===== config.mk =====
export PLATFORM = sky130hd
export DESIGN_NAME = bcd_down_counter_flat
export DESIGN_NICKNAME = d
export VERILOG_FILES = /design/src/rtl/bcd_down_counter_if.sv /design/src/rtl/bcd_down_counter.sv /design/src/flat_wrapper.sv
export SDC_FILE = /design/constraint.sdc
export NUM_CORES = 1
export LEC_CHECK = 0
export BUFFER_PORTS_ARGS = -buffer_cell sky130_fd_sc_hd__buf_2
export CAP_MARGIN = 30
export CORE_MARGIN = 1.5
export CORE_UTILIZATION = 40
export DETAILED_ROUTE_END_ITERATION = 10
export HOLD_SLACK_MARGIN = 0.05
export PLACE_DENSITY = 0.76
export SYNTH_ARGS = -nofsm -noshare
export SYNTH_HDL_FRONTEND = slang
export SYNTH_SLANG_ARGS = --single-unit

===== constraint.sdc =====
create_clock -name clk -period 3.2 [get_ports clk]
set_clock_uncertainty 0.05 [all_clocks]
set_input_delay 0.48 -clock clk [delete_from_list [all_inputs] [get_ports clk]]
set_output_delay 0.48 -clock clk [all_outputs]
set_load 0.01 [all_outputs]

===== src/rtl/bcd_down_counter_if.sv =====
// Control/status bundle for the BCD countdown timer: load/start/en in, packed BCD count and flags out.
// No backpressure: strobes are sampled every clk edge and flags are single-cycle pulses.
interface bcd_down_counter_if #(
   parameter int DIGITS = 2
);
   logic                  load;
   logic [4*DIGITS-1:0]   load_val;
   logic                  start;
   logic                  en;
   logic [4*DIGITS-1:0]   q;
   logic                  busy;
   logic                  done;
   logic                  err;

   modport master (
      output load, load_val, start, en,
      input  q, busy, done, err
   );

   modport slave (
      input  load, load_val, start, en,
      output q, busy, done, err
   );
endinterface


===== src/rtl/bcd_down_counter.sv =====
// Loadable multi-digit BCD countdown timer. Outputs are registered, 1-cycle latency. No backpressure.
// Define BCD_AUTO_RELOAD_EN to reload the last accepted preset at terminal count (periodic mode).
module bcd_down_counter #(
   parameter int DIGITS = 2
) (
   input  logic              clk,
   input  logic              rst,
   bcd_down_counter_if.slave bus
);
   localparam int W = 4 * DIGITS;

   typedef enum logic {
      IDLE,
      RUN
   } state_t;

   state_t         state;
   logic [W-1:0]   q;
   logic           busy;
   logic           done;
   logic           err;
`ifdef BCD_AUTO_RELOAD_EN
   logic [W-1:0]   reload;
`endif

   function automatic logic bcd_valid(input logic [W-1:0] v);
      logic ok;
      ok = 1'b1;
      for (int i = 0; i < DIGITS; i++) begin
         if (v[4*i +: 4] > 4'd9) ok = 1'b0;
      end
      return ok;
   endfunction

   // Ripple borrow: a zero digit wraps to 9 and passes the borrow upward.
   function automatic logic [W-1:0] bcd_dec(input logic [W-1:0] v);
      logic [W-1:0] r;
      logic         borrow;
      r      = v;
      borrow = 1'b1;
      for (int i = 0; i < DIGITS; i++) begin
         if (borrow) begin
            if (v[4*i +: 4] == 4'd0) begin
               r[4*i +: 4] = 4'd9;
            end else begin
               r[4*i +: 4] = v[4*i +: 4] - 4'd1;
               borrow      = 1'b0;
            end
         end
      end
      return r;
   endfunction

   always_ff @(posedge clk) begin
      if (rst) begin
         state <= IDLE;
         q     <= '0;
         busy  <= 1'b0;
         done  <= 1'b0;
         err   <= 1'b0;
`ifdef BCD_AUTO_RELOAD_EN
         reload <= '0;
`endif
      end else begin
         done <= 1'b0;
         err  <= 1'b0;
         if (bus.load) begin
            if (!bcd_valid(bus.load_val)) begin
               err <= 1'b1;
            end else begin
               q     <= bus.load_val;
               state <= IDLE;
               busy  <= 1'b0;
`ifdef BCD_AUTO_RELOAD_EN
               reload <= bus.load_val;
`endif
            end
         end else if (bus.start && state == IDLE) begin
            if (q == '0) begin
               done <= 1'b1;
            end else begin
               state <= RUN;
               busy  <= 1'b1;
            end
         end else if (state == RUN && bus.en) begin
            if (q == W'(1)) begin
               done <= 1'b1;
`ifdef BCD_AUTO_RELOAD_EN
               if (reload != '0) begin
                  q <= reload;
               end else begin
                  q     <= '0;
                  state <= IDLE;
                  busy  <= 1'b0;
               end
`else
               q     <= '0;
               state <= IDLE;
               busy  <= 1'b0;
`endif
            end else begin
               q <= bcd_dec(q);
            end
         end
      end
   end

   assign bus.q    = q;
   assign bus.busy = busy;
   assign bus.done = done;
   assign bus.err  = err;
endmodule


===== src/flat_wrapper.sv =====
// flat-port wrapper written by rule: the top's interface ports become plain ports
module bcd_down_counter_flat 
#(
   parameter int DIGITS = 2
)
  (clk, rst, bus_load, bus_load_val, bus_start, bus_en, bus_q, bus_busy, bus_done, bus_err);
  bcd_down_counter_if #(.DIGITS(DIGITS)) bus_i ();
  input  logic clk;
  input  logic rst;
  input wire logic [$bits(bus_i.load)-1:0] bus_load;
  input wire logic [$bits(bus_i.load_val)-1:0] bus_load_val;
  input wire logic [$bits(bus_i.start)-1:0] bus_start;
  input wire logic [$bits(bus_i.en)-1:0] bus_en;
  output wire logic [$bits(bus_i.q)-1:0] bus_q;
  output wire logic [$bits(bus_i.busy)-1:0] bus_busy;
  output wire logic [$bits(bus_i.done)-1:0] bus_done;
  output wire logic [$bits(bus_i.err)-1:0] bus_err;
  assign bus_i.load = bus_load;
  assign bus_i.load_val = bus_load_val;
  assign bus_i.start = bus_start;
  assign bus_i.en = bus_en;
  assign bus_q = bus_i.q;
  assign bus_busy = bus_i.busy;
  assign bus_done = bus_i.done;
  assign bus_err = bus_i.err;
  bcd_down_counter #(.DIGITS(DIGITS)) u_core (.clk(clk), .rst(rst), .bus(bus_i));
endmodule

Yosys cells after proc, flatten, opt, wreduce, memory -nomap -nowiden. Cells that the tools add are included.

Register bits: 11. Bits in latches: 0. Memory bits (writable): 0. Memory bits (read-only): 0. Bits of input ports: 13. Output and inout bits: 11. Word-level logic and storage cells: 58. Memories kept: 0.

$add $sub $neg: 2. $mul: 0. Divide/modulo/power cells: 0. Order comparisons: 2. Eq/ne operators: 4. Shift operators: 0. Multiplexer cells: 29. Bitwise operators: 2. Reduce and logical (&&, ||, !) cells: 14.

Operators by type and width (number): $mux 8 (5); $mux 1 (21); $mux 4 (3); $reduce_bool 3->1 (3); $eq 8x1->1 const B (1); $gt 4x4->1 const B (2); $logic_not 4->1 (2); $logic_not 8->1 (1); $reduce_and 4->1 (2); $sub 4x1->4 const B (2); $reduce_or 2->1 (2); $ne 3x3->1 const B (1); $reduce_and 3->1 (1); $logic_and 1x1->1 (2); $ne 2x1->1 const B (1); $ne 2x2->1 const B (1); $not 1->1 (2); $reduce_bool 2->1 (1).

Depth between registers and ports, before layout. Gate-level depths: netlist of the first run.

Depth after elaboration: 12. Depth in mapped cells: 6. Gate-level depth less buffers: 6.

Worst setup path after synthesis of the first run. OpenSTA, ideal clock, no wires.

Kind: reg2reg. From: reg u_core.q[4] (netlist: u_core.bus.q[4]). To: reg u_core.q[4] (netlist: u_core.bus.q[4]). Setup time: 0.088 ns. Arrival time: 1.538 ns. Required time: 3.062 ns. Setup slack: 1.524 ns. Stages on the path, launching flop included: 7. Path buffers: 0. Clock period less this slack: 1.676 ns. Path through: dfxtp_1 -> inv_1 -> ha_1 -> nor3b_4 -> nor2_2 -> a311o_1 -> a311oi_2.

Cells in the longest elaborated chain, start to end: 7. Elaborated cells on any way between the ends: 11. Those cells by class: add/sub (1); eq/ne (1); mux (6); reduce/logical (3).

Ends and longest elaborated chain: from (decl) (line bcd_down_counter.sv:18) `logic [W-1:0] q;`; from (signal assigned) (line bcd_down_counter.sv:71) `q <= bus.load_val;`; from (signal assigned) (line bcd_down_counter.sv:102) `q <= bcd_dec(q);`; $sub 4x1->4 / $logic_not 4->1 (equally long branches) (line bcd_down_counter.sv:46, bcd_down_counter.sv:43); $mux 4 (line bcd_down_counter.sv:43) `if (v[4*i +: 4] == 4'd0) begin`; $mux 4 (line bcd_down_counter.sv:42) `if (borrow) begin`; $mux 8 (line bcd_down_counter.sv:86) `if (q == W'(1)) begin`; $mux 8 (line bcd_down_counter.sv:85) `end else if (state == RUN && bus.en) begin`; $mux 8 (line bcd_down_counter.sv:78) `end else if (bus.start && state == IDLE) begin`; $mux 8 (line bcd_down_counter.sv:67) `if (bus.load) begin`.

Parallel ways exist; a longest one is shown, timed or not. The select of a mux whose other input is x is not followed. A chain may end at the register's enable or synchronous reset.

Worst setup path after layout of the first run. Same ends and word-level chain as after synthesis.

==> results.py, run 1 <==
metrics = {
    "detailed_routing": {
        "wl_um": 1810,
        "vias_per_cell": 5.73,
        "first_iter_violations": 30,
        "antenna_left": 0,
        "drc_errors": 0,
        "vias": 779,
        "wl_per_cell_um": 13.3,
        "first_pass_iters": 5,
    },
    "min_path": {
        "min_from": "bus_load_val[0]",
        "hp-class": "in -> reg",
        "whs_endpoint": "u_core.bus.q[0]",
        "holdPathStages": 3,
    },
    "worst_setup_path": {
        "r2r_cells": 6,
        "end_kind": "flop",
        "worstPathArrival_ns": 1.97,
        "crit_family": "compound AO/OA/AOI/OAI gates",
        "worst-path-stages": 6,
        "critPathLaunchType": "flop",
        "critical_path.max_stage_delay_ns": 0.40,
        "critical_path_class": "reg -> reg",
        "crit_path_top_delay_cell": "nor3b_4",
        "path_cells": "inv_1 > ha_1 > nor3b_4 > nor2_2 > a311o_1 > a311oi_2",
        "required_ns": 3.33,
        "r2r-end": "u_core.bus.q[4]",
        "reg2reg_from": "u_core.bus.q[4]",
        "regToRegSetupSlack_ns": 1.36,
        "cp_max_fo": 8,
        "cp_num_buf_inv": 1,
    },
    "synthesis": {
        "ys_seq_area_share_pct": 30.8,
        "avgSynthCellArea_um2": 8.04,
        "synth_edf_count": 0,
        "mappedNetlistNets": 103,
        "synthCells": 89,
        "syn_area_um2": 716,
        "ys_types": 35,
        "ys_ff_latch": 11,
        "ys.warnings.count": 0,
        "ys_async_sr_fraction_pct": 0,
        "synth-main-ff-cell": "dfxtp_1",
    },
    "pwr": {
        "p_leak_nw": 0.351,
        "pwr-share-comb_pct": 32.8,
        "p_clk_share_pct": 23.7,
        "power_density_nw_per_um2": 446,
        "peakVddDrop_v": 0.000234,
        "p_switching_w": 0.000132,
        "pwr-share-seq_pct": 43.5,
        "intPower_w": 0.000254,
        "switching_share_pct": 34.2,
    },
    "sta": {
        "holdWs_ns": 0.447,
        "finalMaxSlewViolations": 0,
        "tightest_slew_ns": 0.478,
        "max_clock_freq_mhz": 543,
        "min_period_over_period_pct": 57.5,
        "finalHoldViolCount": 0,
        "setup_violations": 0,
        "post-route-min-period_ns": 1.84,
        "slew_headroom_pct": 68.1,
        "tns_ns": 0,
        "worst_slack_ns": 1.36,
        "rsz0062_at_grt": "no",
    },
    "clock_network": {
        "cts-root-buf": "clkbuf_4",
        "clk_latency_ns": 0.26,
        "clk_path_buf_depth": 2,
        "path_clk_slew_ns": 0.06,
        "h-tree-depth": 1,
        "cts_setup_buffers": 0,
        "cts_tree": "yes",
        "numCtsBuffers": 3,
        "cts.sinks": 11,
        "cts.repair.resized": 0,
        "ctsHoldBuffers": 0,
    },
    "placed_design": {
        "place_area_um2": 840,
        "port_buffers": 23,
        "place.gp.congestion": 0.815,
        "hpwl_um": 1300,
        "post-place-ws_ns": 1.27,
    },
    "floorplan": {
        "die_w_um": 45.3,
        "io_pins": 24,
        "die-area_um2": 2050,
        "core_area_um2": 1710,
        "std_cell_rows": 15,
        "fp.dieH_um": 45.3,
        "start_util_pct": 41.9,
    },
    "grt": {
        "grt_pass1_vias": 665,
        "antenna_found_initial": 0,
        "grt_overflow": 0,
        "grt_use_total_pct": 18.7,
        "grt_pass1_wl_um": 2770,
        "grt_max_degree": 26,
    },
    "layout": {
        "diodes": 0,
        "syn2layout_area_growth_pct": 21.0,
        "drive_gt1_share_pct": 30.6,
        "nets": 126,
        "fillers": 185,
        "finalInstanceArea_um2": 866,
    },
    "flow_run": {
        "drv_cap": 0,
    },
    "outcome": {
        "status": "finished clean",
    },
}
## state kept, by name (all words and copies together), names as in the netlist
signal and count:
u_core.bus.busy 1, u_core.bus.err 1, u_core.bus.done 1, u_core.bus.q 8
## worst reg2reg max path, stage by stage (launching register included)
cell	delay, ns
dfxtp_1	0.33
inv_1	0.11
ha_1	0.24
nor3b_4	0.40
nor2_2	0.06
a311o_1	0.34
a311oi_2	0.23
## cell usage after synthesis (all sizes together) (2+ instances only)
master	instances	area share [%]
a21oi	11	7.7
dfxtp	11	31
nand2	8	4.2
o21ai	8	5.6
nor2	6	3.5
nand2b	5	4.4
a311oi	4	5.8
buf	3	2.1
inv	3	1.6
nor3	3	2.8
a21o	2	2.1
a41oi	2	2.4
clkbuf	2	1.0
nor4	2	1.7
o211ai	2	2.1
## kinds of logic after synthesis
family / count (synthesis) / share of synthesized area [%]
DFF: 11 / 30.8
buffers and inverters: 8 / 4.72
AOI/OAI and AO/OA: 40 / 39.3
and+or+nand+nor: 29 / 23.4
adders and majority gates: 1 / 1.75
## final cells by class
type	instances	area [um^2]	share of cell area, %
inverters	3	11.3	1.30
repair buffers	23	115	13.3
multi-input cells	70	462	53.3
flip-flops and latches	11	220	25.4
clock buffers	4	26.3	3.03
well taps	25	31.3	3.61
## metrics by stage
| step | utilization (%) | power, W | std cells |
|---|---|---|---|
| after floorplan | - | 0.000258 | 89 |
| after global placement | 49.2 | 0.000291 | 132 |
| after detailed placement | 49.2 | 0.000295 | 132 |
| after CTS | 50.7 | 0.000388 | 136 |
| after global routing | 50.7 | 0.000412 | 136 |
| final | 50.7 | 0.000386 | 136 |
## cell usage in the layout (no fill, tap or decap), drive strengths merged, types with 2 or more instances in the layout
cell	Yosys	layout
a311oi	4	4
nor3	3	3
a41oi	2	2
o211ai	2	2
a21o	2	2
nor2	6	6
a21oi	11	11
nor4	2	2
o21ai	8	8
buf	3	23
dfxtp	11	11
clkbuf	2	4
nand2b	5	5
inv	3	3
nand2	8	8
## worst max path at each step
stage / from / endpoint / slack (ns)
final: u_core.bus.q[4] / u_core.bus.q[4] / 1.36
after global routing: u_core.bus.q[4] / u_core.bus.q[4] / 1.23
after CTS: u_core.bus.q[4] / u_core.bus.q[4] / 1.36
after detailed placement: bus_load / u_core.bus.q[7] / 1.27
after global placement: bus_load / u_core.bus.q[7] / 1.37
after floorplan: u_core.bus.q[4] / u_core.bus.q[4] / 1.52
## metal layers
metal	global-route usage [%]	vias to the layer above	share of wire (%)
met5	0	-	0
met4	11.8	0	0.72
met3	6.00	2	6.2
met2	29.7	34	47
met1	21.5	355	46
li1	-	388	-
## power groups by stage
stage                     clock network [W]   logic, W  registers (W)
after floorplan                           0  0.0000871       0.000171
after global placement                    0   0.000122       0.000170
after detailed placement                  0   0.000125       0.000171
after CTS                         0.0000956   0.000125       0.000167
after global routing               0.000103   0.000140       0.000170
final                             0.0000915   0.000127       0.000168
Note: power is estimated with default switching activity, not from simulation.
==> run 2: changes to the inputs <==
ABC_AREA = 1   (was not set)
PLACE_DENSITY = 0.77   (was 0.76)
clock period = 1.6 ns   (was 3.2 ns; I/O delays follow)
==> results.py, run 2 <==
metrics = {
    "outcome": {
        "status": "finished clean",
    },
    "sta": {
        "tightest_slew_ns": 0.290,
        "min_period_over_period_pct": 91.7,
        "setup_violations": 0,
        "holdWs_ns": 0.104,
        "finalMaxSlewViolations": 0,
        "rsz0062_at_grt": "no",
        "tns_ns": 0,
        "finalHoldViolCount": 0,
        "slew_headroom_pct": 80.6,
        "post-route-min-period_ns": 1.47,
        "worst_slack_ns": 0.132,
        "max_clock_freq_mhz": 681,
    },
    "layout": {
        "final_common_cell": "nand2_1",
        "seq_area_um2": 220,
        "nets": 175,
        "utilization_pct": 52.5,
        "layout_common_cells": "nand2_1, nor2_1, buf_2, inv_1, dfxtp_1",
        "drive_gt1_share_pct": 20.0,
        "multi_input_area_um2": 453,
        "diodes": 0,
        "largest_reg_flops": 8,
        "syn2layout_area_growth_pct": 20.3,
        "fillers": 180,
        "top_register": "u_core.bus.q",
    },
    "worst_setup_path": {
        "critical_path.max_stage_delay_ns": 0.33,
        "required_ns": 1.72,
        "crit_path_top_delay_cell": "dfxtp_1",
        "end_kind": "flop",
        "reg2reg_from": "u_core.bus.q[4]",
        "regToRegSetupSlack_ns": 0.13,
        "r2r-end": "u_core.bus.q[7]",
        "critPathLaunchType": "flop",
        "worstPathArrival_ns": 1.59,
        "cpMostUsedCell": "nor2_1",
        "cp_max_fo": 7,
        "path_cells": "inv_1 > ha_1 > nand2_1 > nor2_1 > nand2_1 > nand2_4 > nand3_1 > nor2_1 > nor2_1",
        "r2r_cells": 9,
        "critical_path_class": "reg -> reg",
    },
    "detailed_routing": {
        "wl_per_cell_um": 9.61,
        "drc_errors": 0,
        "antenna_left": 0,
        "first_pass_iters": 4,
        "wl_um": 1780,
        "vias": 862,
        "first_iter_violations": 28,
        "vias_per_cell": 4.66,
    },
    "synthesis": {
        "ys.warnings.count": 0,
        "syn_area_um2": 778,
        "ys_async_sr_fraction_pct": 0,
        "ys_types": 18,
        "yosys.area_share.simple_pct": 43.7,
        "synth_edf_count": 0,
        "synth-adder-area-share_pct": 1.61,
        "ys_ff_latch": 11,
        "synth_compound_area_share_pct": 11.7,
        "synthTopCellsByArea": "dfxtp_1, nand2_1, nor2_1, inv_1, o21ai_0",
        "synthTopCellsByCount": "nand2_1, nor2_1, inv_1",
        "netlist.area_leader.share_pct": 28.3,
        "synthCells": 134,
        "synth_xor_area_share_pct": 1.13,
        "mappedNetlistNets": 148,
        "ys_seq_area_share_pct": 28.3,
        "synth_top_family_by_area": "simple AND/OR/NAND/NOR gates",
        "synth-main-ff-cell": "dfxtp_1",
        "yosysMostFrequentCell": "nand2_1",
        "yosys.area.top_type": "dfxtp_1",
        "synth_mux_area_share_pct": 0,
        "avgSynthCellArea_um2": 5.81,
    },
    "pwr": {
        "peakVddDrop_v": 0.000411,
        "p_leak_nw": 0.537,
        "power_density_nw_per_um2": 862,
    },
    "grt": {
        "grt_max_degree": 13,
        "grt_overflow": 0,
        "grt_pass1_wl_um": 2790,
        "grt_pass1_vias": 729,
        "antenna_found_initial": 0,
        "grt_use_total_pct": 18.0,
    },
    "clock_network": {
        "cts-root-buf": "clkbuf_4",
        "cts_setup_buffers": 0,
        "clk_path_buf_depth": 2,
        "cts.sinks": 11,
        "clk_latency_ns": 0.27,
        "path_clk_slew_ns": 0.07,
        "numCtsBuffers": 3,
        "h-tree-depth": 1,
        "ctsHoldBuffers": 0,
        "cts_tree": "yes",
        "cts.repair.resized": 0,
    },
    "min_path": {
        "min_from": "rst",
        "whs_endpoint": "u_core.bus.q[5]",
        "holdPathStages": 2,
        "hp-class": "in -> reg",
    },
    "floorplan": {
        "core_area_um2": 1780,
        "die_w_um": 47.1,
        "std_cell_rows": 15,
        "die-area_um2": 2220,
        "io_pins": 24,
        "fp.dieH_um": 47.1,
        "start_util_pct": 43.6,
    },
    "placed_design": {
        "hpwl_um": 1400,
        "port_buffers": 23,
        "post-place-ws_ns": 0.161,
        "place.gp.congestion": 0.831,
    },
    "flow_run": {
        "drv_cap": 0,
    },
}
==> run 2: changes by cell type after synthesis, sizes merged, moves of 3 or more <==
cell / change
nor3: -3
nor2: +21
a311oi: -4
nand3: +7
a21oi: -4
nand2: +36
inv: +19
nand2b: -5
==> run 2: area by class of cell <==
type	instances	area share, %
Multi-Input combinational cell	99	48.4
Sequential cell	11	23.5
Timing Repair Buffer	24	13.1
Inverter	22	8.82
Tap cell	25	3.34
Clock buffer	4	2.81
==> run 2: where the power goes <==
group,switching (W),internal (W)
Sequential,0.0000298,0.000300
Combinational,0.000178,0.000110
Clock,0.0000928,0.0000966
==> run 2: worst max-delay path by stage <==
stage	from	endpoint	slack (ns)
floorplan	u_core.bus.q[4]	u_core.bus.q[7]	0.27
global placement	u_core.bus.q[4]	u_core.bus.q[7]	0.20
detailed placement	u_core.bus.q[4]	u_core.bus.q[7]	0.16
CTS	u_core.bus.q[4]	u_core.bus.q[7]	0.15
global route	u_core.bus.q[4]	u_core.bus.q[5]	0.005
finish	u_core.bus.q[4]	u_core.bus.q[7]	0.13
==> run 2: per-stage QoR <==
step	cell area, um^2	power (W)	cells
final	936	0.000807	185
after global routing	936	0.000870	185
after CTS	936	0.000810	185
after detailed placement	910	0.000622	181
after global placement	910	0.000614	181
after floorplan	778	0.000545	134
==> run 2: critical path, delay by kind of cell (launching register included) <==
kind	cells	cell delay (ns)
fa+ha+maj	1	0.17
flops	1	0.33
buf+inv	1	0.08
simple gates	7	0.74
==> run 2: cells by family after synthesis <==
| kind of cell | after synthesis |
|---|---|
| fa+ha+maj | 1 |
| flops | 11 |
| buf+inv | 24 |
| simple gates | 80 |
| xor+xnor | 1 |
| compound gates | 17 |
==> run 2: layer usage <==
| metal | vias up | part of all wire [%] | track usage, % |
|---|---|---|---|
| li1 | 463 | - | - |
| met1 | 374 | 44 | 18.9 |
| met2 | 21 | 50 | 32.3 |
| met3 | 4 | 3.5 | 3.08 |
| met4 | 0 | 2.2 | 12.2 |
| met5 | - | 0 | 0 |
